--- config.mk ---
export PLATFORM = sky130hd
export DESIGN_NAME = m6502_intc
export DESIGN_NICKNAME = d
export VERILOG_FILES = /design/src/rtl/m6502_intc_pkg.sv /design/src/rtl/prio_enc8.sv /design/src/rtl/m6502_intc.sv
export SDC_FILE = /design/constraint.sdc
export NUM_CORES = 1
export LEC_CHECK = 0
export CORE_MARGIN = 4
export CORE_UTILIZATION = 29
export CTS_BUF_LIST = sky130_fd_sc_hd__clkbuf_8 sky130_fd_sc_hd__clkbuf_16
export DETAILED_ROUTE_END_ITERATION = 10
export PLACE_DENSITY = 0.55
export SLEW_MARGIN = 20
export SYNTH_ARGS = -nofsm -noshare
export SYNTH_HDL_FRONTEND = slang
export SYNTH_SLANG_ARGS = --single-unit
--- constraint.sdc ---
create_clock -name clk -period 11.43 [get_ports clk]
set_clock_uncertainty 0.05 [all_clocks]
set_input_delay 3.429 -clock clk [delete_from_list [all_inputs] [get_ports clk]]
set_output_delay 3.429 -clock clk [all_outputs]
set_load 0.01 [all_outputs]
--- src/rtl/m6502_intc_pkg.sv ---
// rtl/m6502_intc_pkg.sv - shared constants and NMI state encoding for m6502_intc
package m6502_intc_pkg;

  localparam logic [1:0] OFS_PEND = 2'd0;
  localparam logic [1:0] OFS_MASK = 2'd1;
  localparam logic [1:0] OFS_EDGE = 2'd2;
  localparam logic [1:0] OFS_VEC  = 2'd3;

  localparam logic [15:0] VEC_NMI = 16'hFFFA;
  localparam logic [15:0] VEC_IRQ = 16'hFFFE;

  localparam logic [7:0] VEC_NONE = 8'h80;

  typedef enum logic [1:0] {
    NMI_IDLE    = 2'd0,
    NMI_ASSERT  = 2'd1,
    NMI_HOLDOFF = 2'd2
  } nmi_state_t;

endpackage

--- src/rtl/prio_enc8.sv ---
// rtl/prio_enc8.sv - 8-bit priority encoder, lowest set index wins
module prio_enc8 (
  input  logic [7:0] req,
  output logic [2:0] idx,
  output logic       none
);

  // Scan from the top down so the lowest set bit is the last assignment.
  always_comb begin
    idx  = 3'd0;
    none = 1'b1;
    for (int i = 7; i >= 0; i--) begin
      if (req[i]) begin
        idx  = 3'(i);
        none = 1'b0;
      end
    end
  end

endmodule

--- src/rtl/m6502_intc.sv ---
// rtl/m6502_intc.sv - 8-source IRQ plus NMI interrupt controller feeding the 6502 core
import m6502_intc_pkg::*;

module m6502_intc #(
  parameter logic [15:0] BASE = 16'hFF00,
  parameter int          NSRC = 8
) (
  input  logic        clk,
  input  logic        reset,
  input  logic [15:0] addr,
  input  logic [7:0]  datao,
  input  logic        we_n,
  input  logic        vpa,
  input  logic [7:0]  irq_src,
  input  logic        nmi_src,
  output logic [7:0]  dout,
  output logic        dout_en,
  output logic        irq_n,
  output logic        nmi_n
);

  localparam logic [7:0] IMPL = 8'((9'd1 << NSRC) - 9'd1);

  logic [7:0]  pend, mask, edge_mode, vec, src_d;
  logic [7:0]  rise, clr, pend_nxt, active;
  logic [15:0] ofs;
  logic [1:0]  reg_ofs;
  logic        in_range, wr_en, irq_fetch, nmi_ack;
  logic [2:0]  act_idx;
  logic        act_none;

  logic       nmi_d, nmi_rise, nmi_mem, nmi_mem_nxt;
  nmi_state_t state, state_nxt;

  assign ofs       = addr - BASE;
  assign in_range  = (ofs[15:2] == 14'd0);
  assign reg_ofs   = ofs[1:0];
  assign wr_en     = in_range & ~we_n;
  assign dout_en   = in_range & we_n;
  assign irq_fetch = vpa & we_n & (addr == VEC_IRQ);
  assign nmi_ack   = vpa & we_n & (addr == VEC_NMI);

  always_comb begin
    dout = 8'h00;
    if (dout_en) begin
      case (reg_ofs)
        OFS_PEND: dout = pend;
        OFS_MASK: dout = mask;
        OFS_EDGE: dout = edge_mode;
        default:  dout = vec;
      endcase
    end
  end

  assign rise   = irq_src & ~src_d & IMPL;
  assign clr    = (wr_en && reg_ofs == OFS_PEND) ? datao : 8'h00;
  // Set beats clear in edge mode; level mode just tracks the source.
  assign pend_nxt = IMPL & ((edge_mode & (rise | (pend & ~clr))) |
                            (~edge_mode & irq_src));
  assign active = pend & mask;

  prio_enc8 u_prio (
    .req  (active),
    .idx  (act_idx),
    .none (act_none)
  );

  always_ff @(posedge clk) begin
    if (reset) begin
      pend      <= 8'h00;
      mask      <= 8'h00;
      edge_mode <= 8'h00;
      vec       <= VEC_NONE;
      src_d     <= 8'h00;
      irq_n     <= 1'b1;
    end else begin
      src_d <= irq_src & IMPL;
      pend  <= pend_nxt;
      irq_n <= ~|active;
      if (wr_en && reg_ofs == OFS_MASK) mask <= datao & IMPL;
      if (wr_en && reg_ofs == OFS_EDGE) edge_mode <= datao & IMPL;
      if (irq_fetch) vec <= act_none ? VEC_NONE : {5'd0, act_idx};
    end
  end

  assign nmi_rise = nmi_src & ~nmi_d;

  // nmi_mem carries a rise seen at ack time so it re-asserts after the holdoff cycle.
  always_comb begin
    state_nxt   = state;
    nmi_mem_nxt = nmi_mem;
    case (state)
      NMI_IDLE: begin
        if (nmi_rise) state_nxt = NMI_ASSERT;
      end
      NMI_ASSERT: begin
        if (nmi_ack) begin
          state_nxt   = NMI_HOLDOFF;
          nmi_mem_nxt = nmi_rise;
        end
      end
      NMI_HOLDOFF: begin
        state_nxt   = (nmi_mem | nmi_rise) ? NMI_ASSERT : NMI_IDLE;
        nmi_mem_nxt = 1'b0;
      end
      default: begin
        state_nxt   = NMI_IDLE;
        nmi_mem_nxt = 1'b0;
      end
    endcase
  end

  always_ff @(posedge clk) begin
    if (reset) begin
      state   <= NMI_IDLE;
      nmi_mem <= 1'b0;
      nmi_d   <= 1'b0;
      nmi_n   <= 1'b1;
    end else begin
      state   <= state_nxt;
      nmi_mem <= nmi_mem_nxt;
      nmi_d   <= nmi_src;
      nmi_n   <= ~(state_nxt == NMI_ASSERT);
    end
  end

endmodule

==> impl_metrics.tcl, run 1 <==
set metrics [dict create \
    outcome "finished clean" \
    rsz0062_at_grt "no" \
    grt_pass1_wl_mm 9.52 \
    final_cell_mix "clkdlybuf4s50_1, dfxtp_1, nand2_1" \
    rows 31 \
    final_layout_size_suffix_gt1_share_pct 7.72 \
    cts_buffers 5 \
    track_usage_pct 13.6 \
    final_cells 384 \
    clock_sinks 42 \
    cts_max_level 2 \
    ant_nets 0 \
    first_pass_iters 4 \
    worstHoldPathType "reg -> reg" \
    slew_headroom_pct 49.7 \
    cp_max_fo 15 \
    crit_required_ps 7950 \
    drv_slew 0 \
    worst_pin_slew_ps 753 \
    dieHeight_um 93.8 \
    synth_area_leader_cell "dfxtp_1" \
    crit_type "in -> out" \
    cts_buffer_depth 2 \
    setup-tns-final_ps 0 \
    grt_overflow_total 0 \
    avgSynthCellArea_um2 8.83 \
    yosys-top-cells-area "dfxtp_1, o31ai_1, mux2i_1, nand2b_1, mux4_2" \
    vias_per_cell 4.98 \
    grt_pass1_vias 1922 \
    syn_nets 279 \
    grt_start_max_net_pins 42 \
    ys_seq_area_share_pct 39.4 \
    p_leak_nw 0.971 \
    fmax_mhz 107 \
    post-route-min-period_ps 9330 \
    seqCellArea_um2 841 \
    clk_latency_ps 300 \
    multi_input_area_um2 1180 \
    final_nets 321 \
    core_area_um2 7210 \
    setup_viol_count_final 0 \
    cp-start-kind "primary input" \
    drt_iter0_drc 119 \
    yosys_warnings 0 \
    endpoint_kind "output pin" \
    syn_inst 242 \
    post_cts_buffers 0 \
    area_growth_pct 29.8 \
    cts_resized 0 \
    power_density_nw_per_um2 103 \
    start_util_pct 29.6 \
    final_common_cell "clkdlybuf4s50_1" \
    die_w_um 93.8 \
    period_share_pct 81.7 \
    synth.distinct_cells 35 \
    routed_wl_mm 5.86 \
    root_buffer "clkbuf_8" \
    n_antenna_cell 0 \
    drc 0 \
    io-pin-count 48 \
    yosysTopAreaCellShare_pct 39.4 \
    fillers 761 \
    wl_per_cell_um 15.3 \
    die_area_um2 8800 \
    ys_ff_latch 42 \
    synthesis.area_um2 2140 \
    cts_hold_buf 0 \
    cp.arrival_ps 5860 \
    cts_tree "done" \
    maxCapViolCount 0 \
    antenna_found_initial 0 \
    final-hold-violation-count 0 \
    total_power_mw 0.286 \
    post-dp-hpwl_mm 4.03 \
    dp_cells 376 \
    clk_transition_reported_paths_ps 70 \
    io_buffers 47 \
    vias 1913 \
    peakVddDrop_mv 0.0356 \
    gp_congestion 0.794 \
]
-- kinds of logic after synthesis --
logic type             Yosys count  synth area share [%]
multiplexers                    16                  9.84
buffers and inverters           25                  5.15
AND/OR/NAND/NOR                109                  30.1
AO/OA/AOI/OAI                   50                  15.6
flip-flops                      42                  39.4
-- state kept, by name, indices dropped and copies added (netlist names) --
name       flops
vec            4
pend           8
mask           8
nmi_mem        1
irq_n          1
state          2
nmi_n          1
nmi_d          1
src_d          8
edge_mode      8
-- final cells by class --
cell class	count	area share, %
multi-input combinational	175	42.8
sequential	42	30.3
timing repair buffer	50	17.8
tap	99	4.47
clock buffer	6	2.98
inverter	10	1.35
clock inverter	2	0.316
-- cells in the mapped netlist --
library cell  instances
a211oi_1              2
nand3_1               5
nor2_1                9
a22oi_1               4
nand2b_1             18
a2111o_1              1
mux2i_1              12
clkinv_1              1
dfxtp_1              42
a21oi_1              16
o31ai_1              17
nand2_1              24
buf_1                 3
o21ai_0               5
nor4b_2               2
clkbuf_1              9
or2_2                 3
nand4_1              13
or3_1                 1
a22o_1                1
clkbuf_2              1
nor2b_1              14
or4_4                 2
nor4_2                1
and2_1                2
a211o_1               1
a32o_1                2
buf_6                 2
nor3_1                2
nor4b_1               6
and4_1                1
mux4_2                4
inv_1                 9
and3_1                6
a31oi_1               1
-- path summary, 6_finish.rpt --
check	start	cells past startpoint	slack [ps]	end
setup / recovery	addr[2]	7	2100	dout[6]
hold / removal	src_d[5]	3	430	pend[5]
setup reg to reg	pend[7]	4	10110	vec[7]
hold reg to reg	src_d[5]	3	430	pend[5]
-- per-stage QoR --
step                worst slack, ps  utilization [%]  cell area [um^2]  hold WS, ps
finish                         2100             38.4              2770          427
floorplan                      2950                -              2140          380
global placement               2090             37.1              2680          409
CTS                            2080             38.4              2770          425
global route                   1930             38.4              2770          445
detailed placement             2080             37.1              2680          407
-- per-layer routing --
metal | global-route usage [%] | part of all wire, % | vias to the layer above
met1 | 18.4 | 47 | 880
met2 | 21.0 | 45 | 61
met3 | 3.37 | 6.2 | 10
met4 | 4.93 | 1.5 | 0
met5 | 0 | 0 | -
li1 | - | - | 962
-- critical path: stages --
cell and delay [ps]:
clkdlybuf4s50_1 460, or4_4 560, nor4_2 250, buf_4 240
nand2_1 200, nor2_1 150, clkdlybuf4s50_1 540
-- power breakdown --
part / internal [mW] / switching [mW] / leakage [nW] / total, mW
combinational: 0.0184 / 0.0148 / 0.575 / 0.0332
sequential: 0.150 / 0.00255 / 0.344 / 0.152
clock: 0.0479 / 0.0520 / 0.0524 / 0.0999
total: 0.216 / 0.0693 / 0.971 / 0.286
Note: power is estimated with default switching activity, not from simulation.
==> run 2, diff against run 1 <==
Clock period 11.43 ns to 8.84 ns, I/O delays scaled along.
==> run 2 against run 1 <==
Effect of this change: via count decreased by 0.89%; final area increased by 1.3%; worst hold slack got worse by 1.7 ps; routed wire length decreased by 2.5%; flip-flop and latch count unchanged; die area unchanged; global-route usage decreased by 0.31 points; power increased by 39%; final cell count increased by 0.26%; largest cell class unchanged; largest power group unchanged.
==> impl_metrics.tcl, run 2 (synthesized netlist as in run 1, its figures left out) <==
set metrics [dict create \
    setup_viol_count_final 0 \
    dp_cells 378 \
    switchingPower_mw 0.0893 \
    cpPeakStageDelay_ps 560 \
    worstHoldPathType "reg -> reg" \
    vias_per_cell 4.92 \
    seqCellArea_um2 841 \
    p_seq_share_pct 49.5 \
    clock_sinks 42 \
    grt_overflow_total 0 \
    outcome "finished clean" \
    first_pass_iters 4 \
    post-route-min-period_ps 7790 \
    core_area_um2 7210 \
    io_buffers 47 \
    final_cell_mix "clkdlybuf4s50_1, dfxtp_1, nand2_1" \
    final_layout_size_suffix_gt1_share_pct 8.39 \
    endpoint_kind "output pin" \
    fin_ws_ps 1050 \
    crit_top_cell "clkdlybuf4s50_1" \
    cts_hold_buf 0 \
    wl_per_cell_um 14.8 \
    vias 1896 \
    place_ws_ps 1050 \
    internal-power_mw 0.309 \
    maxCapViolCount 0 \
    clk_latency_ps 290 \
    cp.arrival_ps 5090 \
    dieHeight_um 93.8 \
    io-pin-count 48 \
    post_cts_buffers 0 \
    crit_type "in -> out" \
    rsz0062_at_grt "no" \
    worst_pin_slew_ps 761 \
    grt_pass1_vias 1792 \
    rows 31 \
    ant_nets 0 \
    multi_input_area_um2 1180 \
    cts_buffers 5 \
    path_buf_inv 3 \
    cts_max_level 2 \
    final_cells 385 \
    die_area_um2 8800 \
    power_density_nw_per_um2 142 \
    grt_pass1_wl_mm 9.14 \
    cp_top_family "buffers and inverters" \
    cts_resized 0 \
    fillers 776 \
    antenna_found_initial 0 \
    p_clk_share_pct 39.6 \
    whs_ps 426 \
    clk_transition_reported_paths_ps 80 \
    period_share_pct 88.1 \
    setup-tns-final_ps 0 \
    power.share.switching_pct 22.4 \
    n_antenna_cell 0 \
    drt_iter0_drc 94 \
    gp_congestion 0.748 \
    cts_buffer_depth 2 \
    drc 0 \
    slew_headroom_pct 49.1 \
    fmax_mhz 128 \
    final_nets 323 \
    drv_slew 0 \
    cp-start-kind "primary input" \
    slowest_stage "or4_4" \
    area_growth_pct 31.5 \
    cp_max_fo 15 \
    post-dp-hpwl_mm 3.99 \
    cts_tree "done" \
    grt_start_max_net_pins 42 \
    die_w_um 93.8 \
    track_usage_pct 13.3 \
    comb_power_share_pct 10.9 \
    crit_required_ps 6140 \
    peakVddDrop_mv 0.0621 \
    p_leak_nw 0.986 \
    path_cells "clkdlybuf4s50_1, or4_4, nor4_2, buf_4, nand2_1, nor2_1, clkdlybuf4s50_1" \
    routed_wl_mm 5.71 \
    final-hold-violation-count 0 \
    start_util_pct 29.6 \
    final_common_cell "clkdlybuf4s50_1" \
    root_buffer "clkbuf_8" \
]
## run 2: cell types whose count changed in the layout (fill, tap and decap cells not counted), sizes merged
| cell | delta |
|---|---|
| inv | -1 |
| bufinv | +1 |
| clkinv | -1 |
| buf | +2 |
## run 2: cell type report
| class | instances | share of cell area [%] |
|---|---|---|
| flip-flops and latches | 42 | 29.9 |
| clock inverters | 1 | 1.07 |
| inverters | 10 | 1.34 |
| well taps | 99 | 4.41 |
| multi-input cells | 175 | 42.2 |
| repair buffers | 52 | 18.1 |
| clock buffers | 6 | 2.94 |
## run 2: worst paths after layout
kind | start | end | slack (ps) | cells after the start
worst max-delay path | addr[2] | dout[6] | 1050 | 7
worst min-delay path | nmi_mem | nmi_mem | 430 | 2
worst max register to register | pend[1] | vec[7] | 7490 | 4
worst min register to register | nmi_mem | nmi_mem | 430 | 2
## run 2: routing by layer
layer / up-vias / share of wire [%] / global-route usage (%)
met4: 0 / 1.3 / 4.45
met3: 6 / 5.7 / 3.13
met2: 51 / 44 / 20.2
met5: - / 0 / 0
met1: 870 / 49 / 18.5
li1: 969 / - / -
## run 2: worst min-delay path: cells and delay by family (launching register included)
family         cells  cell delay [ps]
flip-flops         1              320
AO/OA/AOI/OAI      2              120
## run 2: power groups by stage
stage / sequential (mW) / combinational (mW) / clock, mW
floorplan: 0.201 / 0.0196 / 0
global placement: 0.202 / 0.0435 / 0
detailed placement: 0.201 / 0.0436 / 0
CTS: 0.197 / 0.0439 / 0.161
global route: 0.198 / 0.0476 / 0.169
finish: 0.197 / 0.0434 / 0.157
## run 2: through the flow
step | total power [mW] | utilization (%) | instance area, um^2
final | 0.398 | 38.9 | 2810
after global routing | 0.414 | 38.9 | 2810
after CTS | 0.402 | 38.9 | 2810
after detailed placement | 0.245 | 37.4 | 2700
after global placement | 0.245 | 37.4 | 2700
after floorplan | 0.220 | - | 2140
